<file path="config.mk">
export PLATFORM = sky130hd
export DESIGN_NAME = cp0_irq_unit
export DESIGN_NICKNAME = d
export VERILOG_FILES = /design/src/rtl/cp0_irq_unit.sv
export SDC_FILE = /design/constraint.sdc
export NUM_CORES = 1
export LEC_CHECK = 0
export ABC_AREA = 1
export CAP_MARGIN = 25
export CORE_ASPECT_RATIO = 0.9
export CORE_MARGIN = 2
export CORE_UTILIZATION = 42
export CTS_CLUSTER_SIZE = 8
export DETAILED_ROUTE_END_ITERATION = 12
export PLACE_DENSITY = 0.76
export SLEW_MARGIN = 20
export SYNTH_ARGS = -nofsm -noshare
export SYNTH_HDL_FRONTEND = slang
export SYNTH_SLANG_ARGS = --single-unit
</file>
<file path="constraint.sdc">
create_clock -name clock -period 1.45 [get_ports clock]
set_clock_uncertainty 0.15 [all_clocks]
set_input_delay 0.29 -clock clock [delete_from_list [all_inputs] [get_ports clock]]
set_output_delay 0.29 -clock clock [all_outputs]
set_load 0.05 [all_outputs]
</file>
<file path="src/rtl/cp0_irq_unit.sv">
// Coprocessor-0 for Minisys-1A: Status/Cause/EPC, exception and eret bookkeeping,
// synchronised edge-latched external interrupts and a registered ifetch redirect.
module cp0_irq_unit #(
  parameter int                    DATA_WIDTH  = 32,
  parameter int                    NUM_IRQ     = 6,
  parameter logic [DATA_WIDTH-1:0] EXC_VECTOR  = 32'h0000F000,
  parameter logic [DATA_WIDTH-1:0] STATUS_INIT = 32'h00000000
) (
  input  logic                  clock,
  input  logic                  reset,
  input  logic [NUM_IRQ-1:0]    irq_in,
  input  logic                  commit,
  input  logic [DATA_WIDTH-1:0] commit_pc_plus_4,
  input  logic                  exc_valid,
  input  logic [4:0]            exc_code,
  input  logic                  eret,
  input  logic                  mtc0_en,
  input  logic [4:0]            cp0_addr,
  input  logic [DATA_WIDTH-1:0] cp0_wdata,
  output logic [DATA_WIDTH-1:0] cp0_rdata,
  output logic                  redirect_valid,
  output logic [DATA_WIDTH-1:0] redirect_pc,
  output logic                  int_taken,
  output logic                  in_handler
);

  localparam logic [4:0] ADDR_STATUS = 5'd12;
  localparam logic [4:0] ADDR_CAUSE  = 5'd13;
  localparam logic [4:0] ADDR_EPC    = 5'd14;

  localparam logic [DATA_WIDTH-1:0] IP_MASK =
    {{(DATA_WIDTH-8-NUM_IRQ){1'b0}}, {NUM_IRQ{1'b1}}, 8'h00};
  localparam logic [DATA_WIDTH-1:0] STATUS_MASK = IP_MASK | {{(DATA_WIDTH-2){1'b0}}, 2'b11};
  localparam logic [DATA_WIDTH-1:0] CAUSE_MASK  = IP_MASK | {{(DATA_WIDTH-7){1'b0}}, 7'h7C};

  logic [DATA_WIDTH-1:0] status_q, cause_q, epc_q;
  logic [DATA_WIDTH-1:0] cause_next, edge_word, code_word;
  logic [NUM_IRQ-1:0]    sync1, sync2, prev;
  logic                  ie, exl, int_req;
  logic                  take_exc, take_int, take_eret, take_mtc0;

  assign ie         = status_q[0];
  assign exl        = status_q[1];
  assign in_handler = exl;

  // IM and IP share bit positions, so the pending-and-enabled test is a plain AND.
  assign int_req   = commit & ie & ~exl & (|(cause_q & status_q & IP_MASK));
  assign take_exc  = exc_valid;
  assign take_int  = ~exc_valid & int_req;
  assign take_eret = ~exc_valid & ~int_req & eret;
  assign take_mtc0 = mtc0_en & ~(exc_valid | int_req | eret);

  always_comb begin
    edge_word = '0;
    edge_word[8 +: NUM_IRQ] = sync2 & ~prev;
    code_word = '0;
    code_word[6:2] = exc_code;
  end

  // Newly latched edges are ORed in last so they survive a software clear.
  always_comb begin
    cause_next = cause_q | edge_word;
    if (take_exc || take_int) begin
      cause_next = (cause_q & IP_MASK) | edge_word | (take_exc ? code_word : '0);
    end else if (take_mtc0 && cp0_addr == ADDR_CAUSE) begin
      cause_next = (cp0_wdata & CAUSE_MASK) | edge_word;
    end
  end

  always_ff @(posedge clock) begin
    if (reset) begin
      status_q       <= STATUS_INIT & STATUS_MASK;
      cause_q        <= '0;
      epc_q          <= '0;
      sync1          <= '0;
      sync2          <= '0;
      prev           <= '0;
      redirect_valid <= 1'b0;
      redirect_pc    <= '0;
      int_taken      <= 1'b0;
    end else begin
      sync1          <= irq_in;
      sync2          <= sync1;
      prev           <= sync2;
      cause_q        <= cause_next;
      redirect_valid <= take_exc | take_int | take_eret;
      int_taken      <= take_int;
      if (take_exc || take_int) begin
        status_q[1] <= 1'b1;
        if (!exl) epc_q <= commit_pc_plus_4;
        redirect_pc <= EXC_VECTOR;
      end else if (take_eret) begin
        status_q[1] <= 1'b0;
        redirect_pc <= epc_q;
      end else if (take_mtc0) begin
        if (cp0_addr == ADDR_STATUS) status_q <= cp0_wdata & STATUS_MASK;
        else if (cp0_addr == ADDR_EPC) epc_q <= cp0_wdata;
      end
    end
  end

  always_comb begin
    case (cp0_addr)
      ADDR_STATUS: cp0_rdata = status_q;
      ADDR_CAUSE:  cp0_rdata = cause_q;
      ADDR_EPC:    cp0_rdata = epc_q;
      default:     cp0_rdata = '1;
    endcase
  end

endmodule

</file>
==> Word-level counts from Yosys, hierarchy flattened <==
Index checks and enable logic that the tools add are counted.
{ "op_classes": {"n_eq_ne": 6, "muxes": 16, "bitwise_logic": 24, "n_reduce_logical": 12} }
{ "ops": {"columns": ["cell", "n"], "rows": [
  ["two-way mux 32 bit", 8],
  ["one-hot mux 32 bit (3 select lines)", 1],
  ["two-way mux 16 bit", 2],
  ["bitwise OR 32 x 14 -> 32 bit", 1],
  ["bitwise OR 14 bit", 2],
  ["equality test 5 x 4 -> 1 bit, second input constant", 3],
  ["bitwise AND 14 bit", 1],
  ["bitwise OR 14 x 7 -> 14 bit", 1],
  ["bitwise AND 1 bit", 7],
  ["two-way mux 7 bit", 1],
  ["bitwise AND 6 bit", 1],
  ["NOT 1 bit", 6],
  ["NOT 6 bit", 1],
  ["nonzero test 2 bit", 3],
  ["nonzero test 3 bit", 2],
  ["OR reduction 6 bit", 1],
  ["AND reduction 5 bit", 1],
  ["two-way mux 2 bit", 2],
  ["inequality test 2 bit, second input constant", 2],
  ["bitwise OR 1 bit", 4],
  ["AND reduction 4 bit", 1],
  ["two-way mux 1 bit", 2],
  ["inequality test 2 x 1 -> 1 bit, second input constant", 1],
  ["AND reduction 2 bit", 1],
  ["other kinds (3)", 3]
]} }
{ "word_totals": {"wordCells": 69, "out_inout_bits": 67, "reg_bits": 124} }

==> Longest topological paths before layout <==
Gate-level depths: netlist (run 1).
{ "depth": {"ltp_word": 10, "depth_mapped": 11} }

==> Worst setup path after synthesis (run 1) <==
No wires, ideal clock.
{ "synth_path": {"path_kind": "in2out", "startpoint": "input port cp0_addr[0]", "endpoint": "output port cp0_rdata[14]", "required_ps": 1010, "slack_ps": -961, "stages": 4, "arrival_ps": 1971, "n_path_buf": 1, "path_cell_list": "nor2_1 nand4_1 clkbuf_1 o21ai_0"} }
{ "synth_between": {"elab_chain_cells": 2} }
{ "synth_rtl": {"columns": ["item", "line_no", "source"], "rows": [
  ["start, declared", "18", "input logic [4:0] cp0_addr,"],
  ["equality test 5 x 4 -> 1 bit", "103", "case (cp0_addr)"],
  ["one-hot mux 32 bit (3 select lines) (*)", "103", null],
  ["end, declared", "20", "output logic [DATA_WIDTH-1:0] cp0_rdata,"]
]} }
Every way passes the cells marked *; elsewhere a longest branch is shown, timed or not.

==> Final worst setup path (run 1) <==
{ "layout_path": {"startpoint": "register status_q[9]", "endpoint": "register cause_q[9]"} }
{ "layout_between": {"elab_chain_cells": 10} }
{ "layout_rtl": {"columns": ["item", "line_no", "source"], "rows": [
  ["start, declared", "36", "logic [DATA_WIDTH-1:0] status_q, cause_q, epc_q;"],
  ["start signal, assigned", "72", "status_q <= STATUS_INIT & STATUS_MASK;"],
  ["start signal, assigned", "96", "if (cp0_addr == ADDR_STATUS) status_q <= cp0_wdata & STATUS_MASK;"],
  ["bitwise AND 14 bit (*)", "47", "assign int_req = commit & ie & ~exl & (|(cause_q & status_q & IP_MASK));"],
  ["OR reduction 6 bit (*)", "47", null],
  ["bitwise AND 1 bit (*)", "47", null],
  ["bitwise OR 1 bit (2 in series)", "51", "assign take_mtc0 = mtc0_en & ~(exc_valid | int_req | eret);"],
  ["NOT 1 bit", "51", null],
  ["bitwise AND 1 bit", "51", null],
  ["logical AND 1 bit", "65", "end else if (take_mtc0 && cp0_addr == ADDR_CAUSE) begin"],
  ["two-way mux 32 bit", "65", null],
  ["two-way mux 32 bit (*)", "63", "if (take_exc || take_int) begin"],
  ["end signal, assigned", "85", "cause_q <= cause_next;"],
  ["end, declared", "36", null]
]} }
Marked as above.
A chain may end at the register's enable or synchronous reset.

==> results.py, run 1 <==
metrics = {
    "floorplanning": {
        "die_w_um": 118,
        "core_sq_mm": 0.0114,
        "ios": 153,
        "die_area_sq_mm": 0.0125,
        "rows": 37,
        "initial_core_util": 0.430,
        "die_h_um": 106,
    },
    "clock_tree": {
        "cts_buffers": 9,
        "cts.clk_slew.worst_paths_ps": 80,
        "cts-root-buf": "clkbuf_16",
        "clockBufferDepth": 2,
        "cts_sinks": 103,
        "h-tree-depth": 3,
        "clk_latency_ps": 370,
        "cts_tree": "yes",
    },
    "power": {
        "p_leak_uw": 0.00455,
        "powerDensity_mw_per_mm2": 833,
        "finalPower_uw": 8370,
        "ir_worst_vdd_v": 0.000564,
    },
    "global_route": {
        "grt_overflow": 0,
        "grt_antenna_before_repair": 1,
        "grt_start_max_net_pins": 46,
        "grt_pass1_vias": 6480,
        "grt_pass1_wl_mm": 35.2,
        "track_usage": 0.362,
    },
    "detailed_routing": {
        "avgRoutedWirePerCell_um": 24.8,
        "vias": 6610,
        "dr.first_iter.drc_count": 846,
        "drc": 0,
        "wirelength_mm": 27.8,
        "antenna_left": 0,
        "firstDrtPassIters": 6,
        "vias_per_cell": 5.90,
    },
    "synth": {
        "synth.avg_cell_area_sq_um": 6.84,
        "synth_area_leaders": "dfxtp_1 (42%), nand2_1 (19%), inv_1 (7.9%)",
        "ys_warn_count": 0,
        "synthCells": 716,
        "yosys_most_used_dff": "dfxtp_1",
        "synth.largest_area_cell": "dfxtp_1",
        "synth_edf_count": 0,
        "ys_seq_area_frac": 0.421,
        "synth_top_area_frac": 0.421,
        "synth.ff_latch_count": 103,
        "async_flop_share": 0,
        "synth.distinct_cells": 33,
        "synth_nets": 802,
        "syn_area_sq_mm": 0.00490,
    },
    "setup_path": {
        "required_ps": 1600,
        "cp-start-kind": "flip-flop",
        "crit_type": "flip-flop to flip-flop",
        "cp-end-kind": "flip-flop",
        "reg2regPathDepth": 12,
        "arrival_ps": 2290,
        "path_max_fanout": 4,
    },
    "job": {
        "maxCapViolCount": 0,
    },
    "status": {
        "violations": "setup timing",
        "status": "finished with violations",
    },
    "placed_design": {
        "portBuffers": 152,
        "dp_cells": 1043,
        "gp_congestion": 0.828,
        "hpwl_mm": 10.7,
    },
    "layout": {
        "fin_cells": 1121,
        "utilization": 0.882,
        "final_nets": 1047,
        "area.growth.synth_to_final_pct": 105,
        "nFillCells": 456,
        "drive_gt1_frac": 0.469,
        "antenna_cells": 0,
    },
    "timing": {
        "tightest_slew_ps": 567,
        "fmax_mhz": 468,
        "timing.final.ws_setup_ps": -688,
        "rsz0062_at_grt": "true",
        "finalHoldViolCount": 0,
        "period_share": 1.47,
        "slew_headroom": 0.620,
        "final.min_clock_period_ps": 2140,
        "fin_setup_tns_ps": -63280,
        "slew_viol_final": 0,
        "setup_viol": 118,
    },
    "min_path": {
        "min_path_type": "flip-flop to flip-flop",
        "min_path_cells": 2,
    },
}
per-stage QoR:
stage	area (sq um)	hold slack, ps	setup slack, ps
floorplan	5200	238	-630
global placement	7900	238	-901
detailed placement	7900	245	-920
CTS	9420	248	-502
global route	10000	295	-703
finish	10000	276	-688
layout by cell type, fill, tap and decap left out, drive strengths merged:
master         synthesis  layout
a211oi                 5       5
dfxtp                103     103
o21ai                 35      35
clkinvlp               0       1
nand3                 11      11
clkdlybuf4s50          0      79
dlygate4sd2            0       1
nand2                247     247
clkbuf                 9      15
a21oi                 15      15
o211ai                36      36
nand4                  1       1
nor3                   1       1
inv                  105     107
o31ai                  1       2
o22ai                  1       1
buf                   28     183
o2111ai                5       5
nor2                 105     107
clkinv                 2       4
or2                    6       6
cell type report:
class | count | area (sq um) | area share
Timing Repair Buffer | 268 | 3710 | 0.369
Multi-Input combinational cell | 472 | 3360 | 0.335
Sequential cell | 103 | 2080 | 0.207
Inverter | 107 | 410 | 0.0409
Clock buffer | 10 | 239 | 0.0238
Tap cell | 156 | 195 | 0.0194
Clock inverter | 5 | 48.8 | 0.00486
cells in the mapped netlist (8+ instances only):
cell type / number
nand3_1: 8
o21ai_0: 32
a21oi_1: 11
buf_6: 10
buf_4: 8
nand2_1: 244
o211ai_1: 35
nor2_1: 99
clkbuf_1: 9
dfxtp_1: 103
inv_1: 103
state kept, by name, indices dropped and copies added, names as in the netlist:
register and flops:
cause_q 11, prev 6, sync1 6, redirect_pc 32
sync2 6, epc_q 32, redirect_valid 1, status_q 8
int_taken 1
timing repair:
item                       CTS  global route
setup buffers               46            18
hold buffers                 0             0
pin swaps                   37            45
setup endpoints to repair  116           117
cloned                      12             2
resized for setup          195           177
report_power, final:
part | total (uW) | switching, uW | leakage (uW) | internal (uW)
registers | 3120 | 122 | 0.000854 | 3000
clock network | 2560 | 1320 | 0.000143 | 1240
logic | 2690 | 1510 | 0.00356 | 1180
final timing paths:
kind / slack [ps] / to / startpoint
max: -690 / cause_q[9]$_SDFF_PP0_ / status_q[9]$_SDFFE_PP0P_
min: 280 / sync2[3]$_SDFF_PP0_ / sync1[3]$_SDFF_PP0_
max reg2reg: -690 / cause_q[9]$_SDFF_PP0_ / status_q[9]$_SDFFE_PP0P_
min reg2reg: 280 / sync2[3]$_SDFF_PP0_ / sync1[3]$_SDFF_PP0_
worst max-delay path, cell delays in order, from the launching register on:
cell and delay, ps:
dfxtp_2 340, nand2_2 110, nand2_2 80, nor2_4 140, nand2_4 90, nand2_4 90
buf_6 130, buf_6 110, nand3_4 120, nor2_4 280, buf_12 170, nand3_4 80
a21oi_2 180
per-layer routing:
metal  track usage  vias up  routed length, um
li1              -     2688                  -
met1         0.397     3090               9280
met2         0.635      603              13000
met3         0.102      227               3140
met4         0.203        2               2440
met5             0        -                 12
kinds of logic (layout without fill, tap and decap cells):
family                 count (synthesis)  count (layout)  synth area share
buffers and inverters                144             390             0.133
AO/OA/AOI/OAI                         98              99             0.134
flip-flops                           103             103             0.421
AND/OR/NAND/NOR                      371             373             0.311
Note: power is estimated with default switching activity, not from simulation.
==> run 2: changes to the inputs <==
CORE_ASPECT_RATIO = 1.2   (was 0.9)
==> run 2 against run 1 <==
The run still ends with setup timing left. Sequential power is essentially flat. Worst setup slack gained 78 ps. Clock-buffer cell count is the same. Utilization grew 0.87 points. Cell count grew 1.1%. Wire length grew 5.9%. Critical path depth is the same. Critical path type unchanged. Largest power group unchanged. Highest routed layer is now met4.
==> results.py, run 2 (synthesis results as in run 1) <==
metrics = {
    "status": {
        "status": "finished with violations",
        "violations": "setup timing",
    },
    "global_route": {
        "top_usage_layer": "met2",
        "grt_start_max_net_pins": 34,
        "grt_use_met1": 0.430,
        "grt_antenna_before_repair": 1,
        "track_usage": 0.377,
        "grt.met2_usage": 0.614,
        "grt_overflow": 0,
        "grtUsageMet3": 0.0883,
        "grt_pass1_vias": 6512,
        "grt_pass1_wl_mm": 35.3,
    },
    "setup_path": {
        "cp-end-kind": "flip-flop",
        "critical_path.slowest_cell": "dfxtp_4",
        "path_max_fanout": 5,
        "crit_type": "flip-flop to flip-flop",
        "path_cells": "nand2_1 -> nand2_2 -> nor2_2 -> nand2_2 -> buf_6 -> a21oi_4 -> buf_4 -> buf_6 -> o31ai_4 -> nand2_1 -> nand2_1 -> nor2_1",
        "cp-start-kind": "flip-flop",
        "cpPeakStageDelay_ps": 350,
        "crit_path_frequent_cell": "nand2_1",
        "cp-startpoint": "status_q[10]$_SDFFE_PP0P_",
        "r2r_start": "status_q[10]$_SDFFE_PP0P_",
        "required_ps": 1600,
        "reg2regPathDepth": 12,
        "arrival_ps": 2210,
    },
    "layout": {
        "drive_gt1_frac": 0.503,
        "top_regs": "epc_q (32), redirect_pc (32), cause_q (11)",
        "final_common_cell": "nand2_1",
        "mostFrequentLayoutCells": "nand2_1 (126), inv_1 (95), dfxtp_1 (88)",
        "area.growth.synth_to_final_pct": 108,
        "final_nets": 1056,
        "fin_area_sq_mm": 0.0102,
        "fin_cells": 1133,
    },
    "power": {
        "powerDensity_mw_per_mm2": 862,
        "p_leak_uw": 0.00464,
        "finalPower_uw": 8800,
        "ir_worst_vdd_v": 0.00102,
    },
    "floorplanning": {
        "ios": 153,
        "initial_core_util": 0.427,
        "die_h_um": 122,
        "rows": 43,
        "die_area_sq_mm": 0.0125,
        "die_w_um": 103,
        "core_sq_mm": 0.0115,
    },
    "clock_tree": {
        "h-tree-depth": 3,
        "cts_tree": "yes",
        "cts.clk_slew.worst_paths_ps": 80,
        "cts-root-buf": "clkbuf_16",
        "cts_sinks": 103,
        "clockBufferDepth": 2,
        "clk_latency_ps": 370,
        "cts_buffers": 9,
        "hold_buffers": 0,
    },
    "detailed_routing": {
        "dr.first_iter.drc_count": 770,
        "antenna_left": 0,
        "drc": 0,
        "vias_per_cell": 6.00,
        "firstDrtPassIters": 6,
        "vias": 6802,
        "wirelength_mm": 29.5,
        "avgRoutedWirePerCell_um": 26.0,
    },
    "placed_design": {
        "post_dp_cell_area_sq_mm": 0.00791,
        "dp_cells": 1050,
        "gp_congestion": 0.892,
        "hpwl_mm": 10.6,
        "portBuffers": 152,
    },
    "min_path": {
        "min_path_type": "flip-flop to flip-flop",
        "min_path_cells": 2,
        "hold_path.startpoint": "sync1[5]$_SDFF_PP0_",
    },
    "timing": {
        "setup_viol": 117,
        "finalHoldViolCount": 0,
        "rsz0062_at_grt": "true",
        "final.min_clock_period_ps": 2060,
        "slew_headroom": 0.638,
        "fin_setup_tns_ps": -54670,
        "tightest_slew_ps": 543,
        "period_share": 1.42,
        "fmax_mhz": 485,
        "timing.final.ws_setup_ps": -611,
        "slew_viol_final": 0,
    },
    "job": {
        "maxCapViolCount": 0,
    },
}
[run 2: cell types whose count changed in the layout (fill, tap and decap cells not counted), moves of 3 or more]
cell,before,now
nor2_4,14,21
buf_6,47,39
clkinv_4,3,0
buf_4,39,53
o21ai_2,2,13
nor2_1,72,48
nand2_4,41,49
nand2_2,76,71
nor2_2,19,37
o21ai_4,24,14
nand2_1,129,126
[run 2: layer usage]
metal / up-vias / wire [um]
li1: 2715 / -
met1: 3132 / 9560
met2: 677 / 13500
met3: 278 / 3250
met4: 0 / 3160
met5: - / 0
[run 2: worst paths after layout]
path                             endpoint  slack [ps]
setup / recovery  cause_q[2]$_SDFFE_PP0P_        -610
hold / removal        sync2[5]$_SDFF_PP0_         260
setup reg to reg  cause_q[2]$_SDFFE_PP0P_        -610
hold reg to reg       sync2[5]$_SDFF_PP0_         260
[run 2: cell type report]
cell class                 instances  area (sq um)
tap                              157           196
multi-input combinational        473          3430
clock buffer                      10           239
inverter                         107           409
timing repair buffer             276          3750
antenna                            1          2.50
fill                             399          1260
clock inverter                     6          90.1
sequential                       103          2090
[run 2: worst max-delay path: cells and delay by family (launching register included)]
family | cells | cell delay [ps]
AND/OR/NAND/NOR | 7 | 780
buffers and inverters | 3 | 400
flip-flops | 1 | 350
AO/OA/AOI/OAI | 2 | 320
[run 2: report_power, final]
group | total (uW) | leakage (uW) | switching [uW] | internal, uW
sequential | 3120 | 0.000855 | 124 | 2990
combinational | 2860 | 0.00363 | 1610 | 1250
clock | 2820 | 0.000159 | 1250 | 1570
total | 8800 | 0.00464 | 2980 | 5820
[run 2: per-stage QoR]
step                hold WS [ps]  setup slack [ps]  utilization
floorplan                    238              -630            -
global placement             239              -931        0.690
detailed placement           248              -963        0.690
CTS                          259              -469        0.830
global route                 270              -706        0.890
finish                       258              -611        0.890
[run 2: timing repair]
item                                   CTS  global route
pin swaps                               48            60
gates cloned                            17             1
resized for setup                      200           195
endpoints found under the hold margin    0             0
setup buffers                           43            19
setup endpoints to repair              115           118
==> run 3: changes to the inputs <==
CORE_UTILIZATION = 55   (was 42)
DONT_BUFFER_PORTS = 1   (was unset)
PLACE_DENSITY = 0.73   (was 0.76)
TNS_END_PERCENT = 1   (was unset)
==> run 3 against run 2 <==
The flow still finishes with violations (setup timing). Non-clock buffer count fell by 145. Clock power decreased by 33%. Hold slack worse by 240 ps. First-iteration DRC count shrank 53%. Maximum frequency is 17% higher. Final area fell by 36%. Die area is 23% lower.
==> results.py, run 3 (synthesis results as in run 1) <==
metrics = {
    "setup_path": {
        "path_cells": "nand2_1 -> nand2_1 -> nor2_2 -> nand2_2 -> nand2_4 -> buf_6 -> nand3_4 -> nor2_4 -> buf_12 -> buf_8 -> o21ai_2 -> a21oi_2",
        "required_ps": 1610,
        "r2r_start": "cause_q[11]$_SDFF_PP0_",
        "cp-start-kind": "flip-flop",
        "arrival_ps": 1920,
        "critical_path.slowest_cell": "dfxtp_2",
        "cp-startpoint": "cause_q[11]$_SDFF_PP0_",
        "path_buf_inv": 3,
        "cpPeakStageDelay_ps": 330,
        "cp-end-kind": "flip-flop",
        "crit_type": "flip-flop to flip-flop",
        "path_max_fanout": 7,
        "crit_family": "simple AND/OR/NAND/NOR gates",
        "crit_path_frequent_cell": "nand2_1",
    },
    "timing": {
        "slew_viol_final": 0,
        "fmax_mhz": 567,
        "finalHoldViolCount": 0,
        "rsz0062_at_grt": "true",
        "slew_headroom": 0.624,
        "final.min_clock_period_ps": 1760,
        "worst_hold_slack_ps": 15.2,
        "period_share": 1.22,
        "tightest_slew_ps": 564,
        "timing.final.ws_setup_ps": -314,
        "setup_viol": 116,
    },
    "layout": {
        "fin_cells": 943,
        "drive_gt1_frac": 0.232,
        "mostFrequentLayoutCells": "nand2_1 (242), inv_1 (102), nor2_1 (96)",
        "final_nets": 907,
        "final_common_cell": "nand2_1",
        "antenna_cells": 0,
        "top_regs": "epc_q (32), redirect_pc (32), cause_q (11)",
        "area.growth.synth_to_final_pct": 32.6,
    },
    "detailed_routing": {
        "wirelength_mm": 13.2,
        "drc": 0,
        "antenna_left": 0,
        "avgRoutedWirePerCell_um": 14.0,
        "dr.first_iter.drc_count": 363,
        "firstDrtPassIters": 5,
        "vias": 4797,
        "vias_per_cell": 5.09,
    },
    "clock_tree": {
        "cts_buffers": 9,
        "clockBufferDepth": 2,
        "cts.clk_slew.worst_paths_ps": 90,
        "cts_sinks": 103,
        "cts_tree": "yes",
        "h-tree-depth": 3,
        "clk_latency_ps": 370,
        "cts-root-buf": "clkbuf_8",
    },
    "floorplanning": {
        "die_area_sq_mm": 0.00968,
        "die_w_um": 90.1,
        "ios": 153,
        "core_sq_mm": 0.00861,
        "initial_core_util": 0.569,
        "die_h_um": 107,
        "rows": 37,
    },
    "status": {
        "violations": "setup timing",
        "status": "finished with violations",
    },
    "power": {
        "ir_worst_vdd_v": 0.000664,
        "powerDensity_mw_per_mm2": 971,
        "p_leak_uw": 0.00332,
    },
    "placed_design": {
        "gp_congestion": 0.845,
        "dp_cells": 900,
        "portBuffers": 0,
        "hpwl_mm": 8.75,
    },
    "min_path": {
        "hold_path.startpoint": "cp0_wdata[20]",
        "min_path_type": "input pin to flip-flop",
    },
    "job": {
        "maxCapViolCount": 0,
    },
    "global_route": {
        "grt_pass1_wl_mm": 20.9,
        "grt_antenna_before_repair": 0,
        "grt_start_max_net_pins": 46,
        "grt_pass1_vias": 4513,
        "grt_overflow": 0,
        "track_usage": 0.269,
    },
}
[run 3: changes by cell type in the layout (fill, tap and decap cells not counted), sizes merged, moves of 2 or more]
cell,previous run,this run
clkinvlp,2,0
buf,192,114
dlygate4sd3,0,16
clkdlybuf4s50,77,0
dlygate4sd2,3,0
nor2,108,105
[run 3: worst min-delay path, cell delays in order]
cell     delay (ps)
nand2_1          30
nand2_1          50
nor2_1           40
nor2_1           90
[run 3: path summary, 6_finish.rpt]
kind / end / slack, ps / depth (start not counted)
setup / recovery: status_q[10]$_SDFFE_PP0P_ / -310 / 12
hold / removal: epc_q[20]$_SDFFE_PP0P_ / 20 / 4
setup reg to reg: status_q[10]$_SDFFE_PP0P_ / -310 / 12
hold reg to reg: sync2[4]$_SDFF_PP0_ / 260 / 2
[run 3: repair_timing]
item	CTS	global route
hold buffers	17	1
endpoints found under the setup margin	122	116
endpoints found under the hold margin	66	28
setup buffers	7	1
gates cloned	1	0
gates resized for setup	38	25
pin swaps	7	16
[run 3: area by class of cell]
| cell class | count | area, sq um |
|---|---|---|
| Multi-Input combinational cell | 469 | 2300 |
| Fill cell | 666 | 2120 |
| Sequential cell | 103 | 2080 |
| Timing Repair Buffer | 131 | 1360 |
| Inverter | 107 | 402 |
| Clock buffer | 13 | 169 |
| Tap cell | 117 | 146 |
| Clock inverter | 3 | 40.0 |
[run 3: routing by layer]
metal  routed length (um)  track usage  vias up
met2                 6600        0.473      184
met1                 5530        0.318     2188
met3                  737       0.0420       25
met5                    0            0        -
li1                     -            -     2400
met4                  381        0.136        0
[run 3: stage by stage]
step / instance area, sq um / power [uW] / setup slack [ps] / TNS [ps] / utilization
after CTS: 6380 / 6300 / -283 / -27230 / 0.742
after global placement: 5800 / 4330 / -255 / -20990 / 0.674
after global routing: 6490 / 6580 / -412 / -38500 / 0.754
after detailed placement: 5800 / 4360 / -316 / -25730 / 0.674
final: 6490 / 6310 / -314 / -27400 / 0.754
after floorplan: 4960 / 4050 / -631 / -41860 / -
[run 3: power by group]
part | internal [uW] | switching (uW)
logic | 475 | 872
clock network | 935 | 943
registers | 3000 | 86.3
total | 4410 | 1900
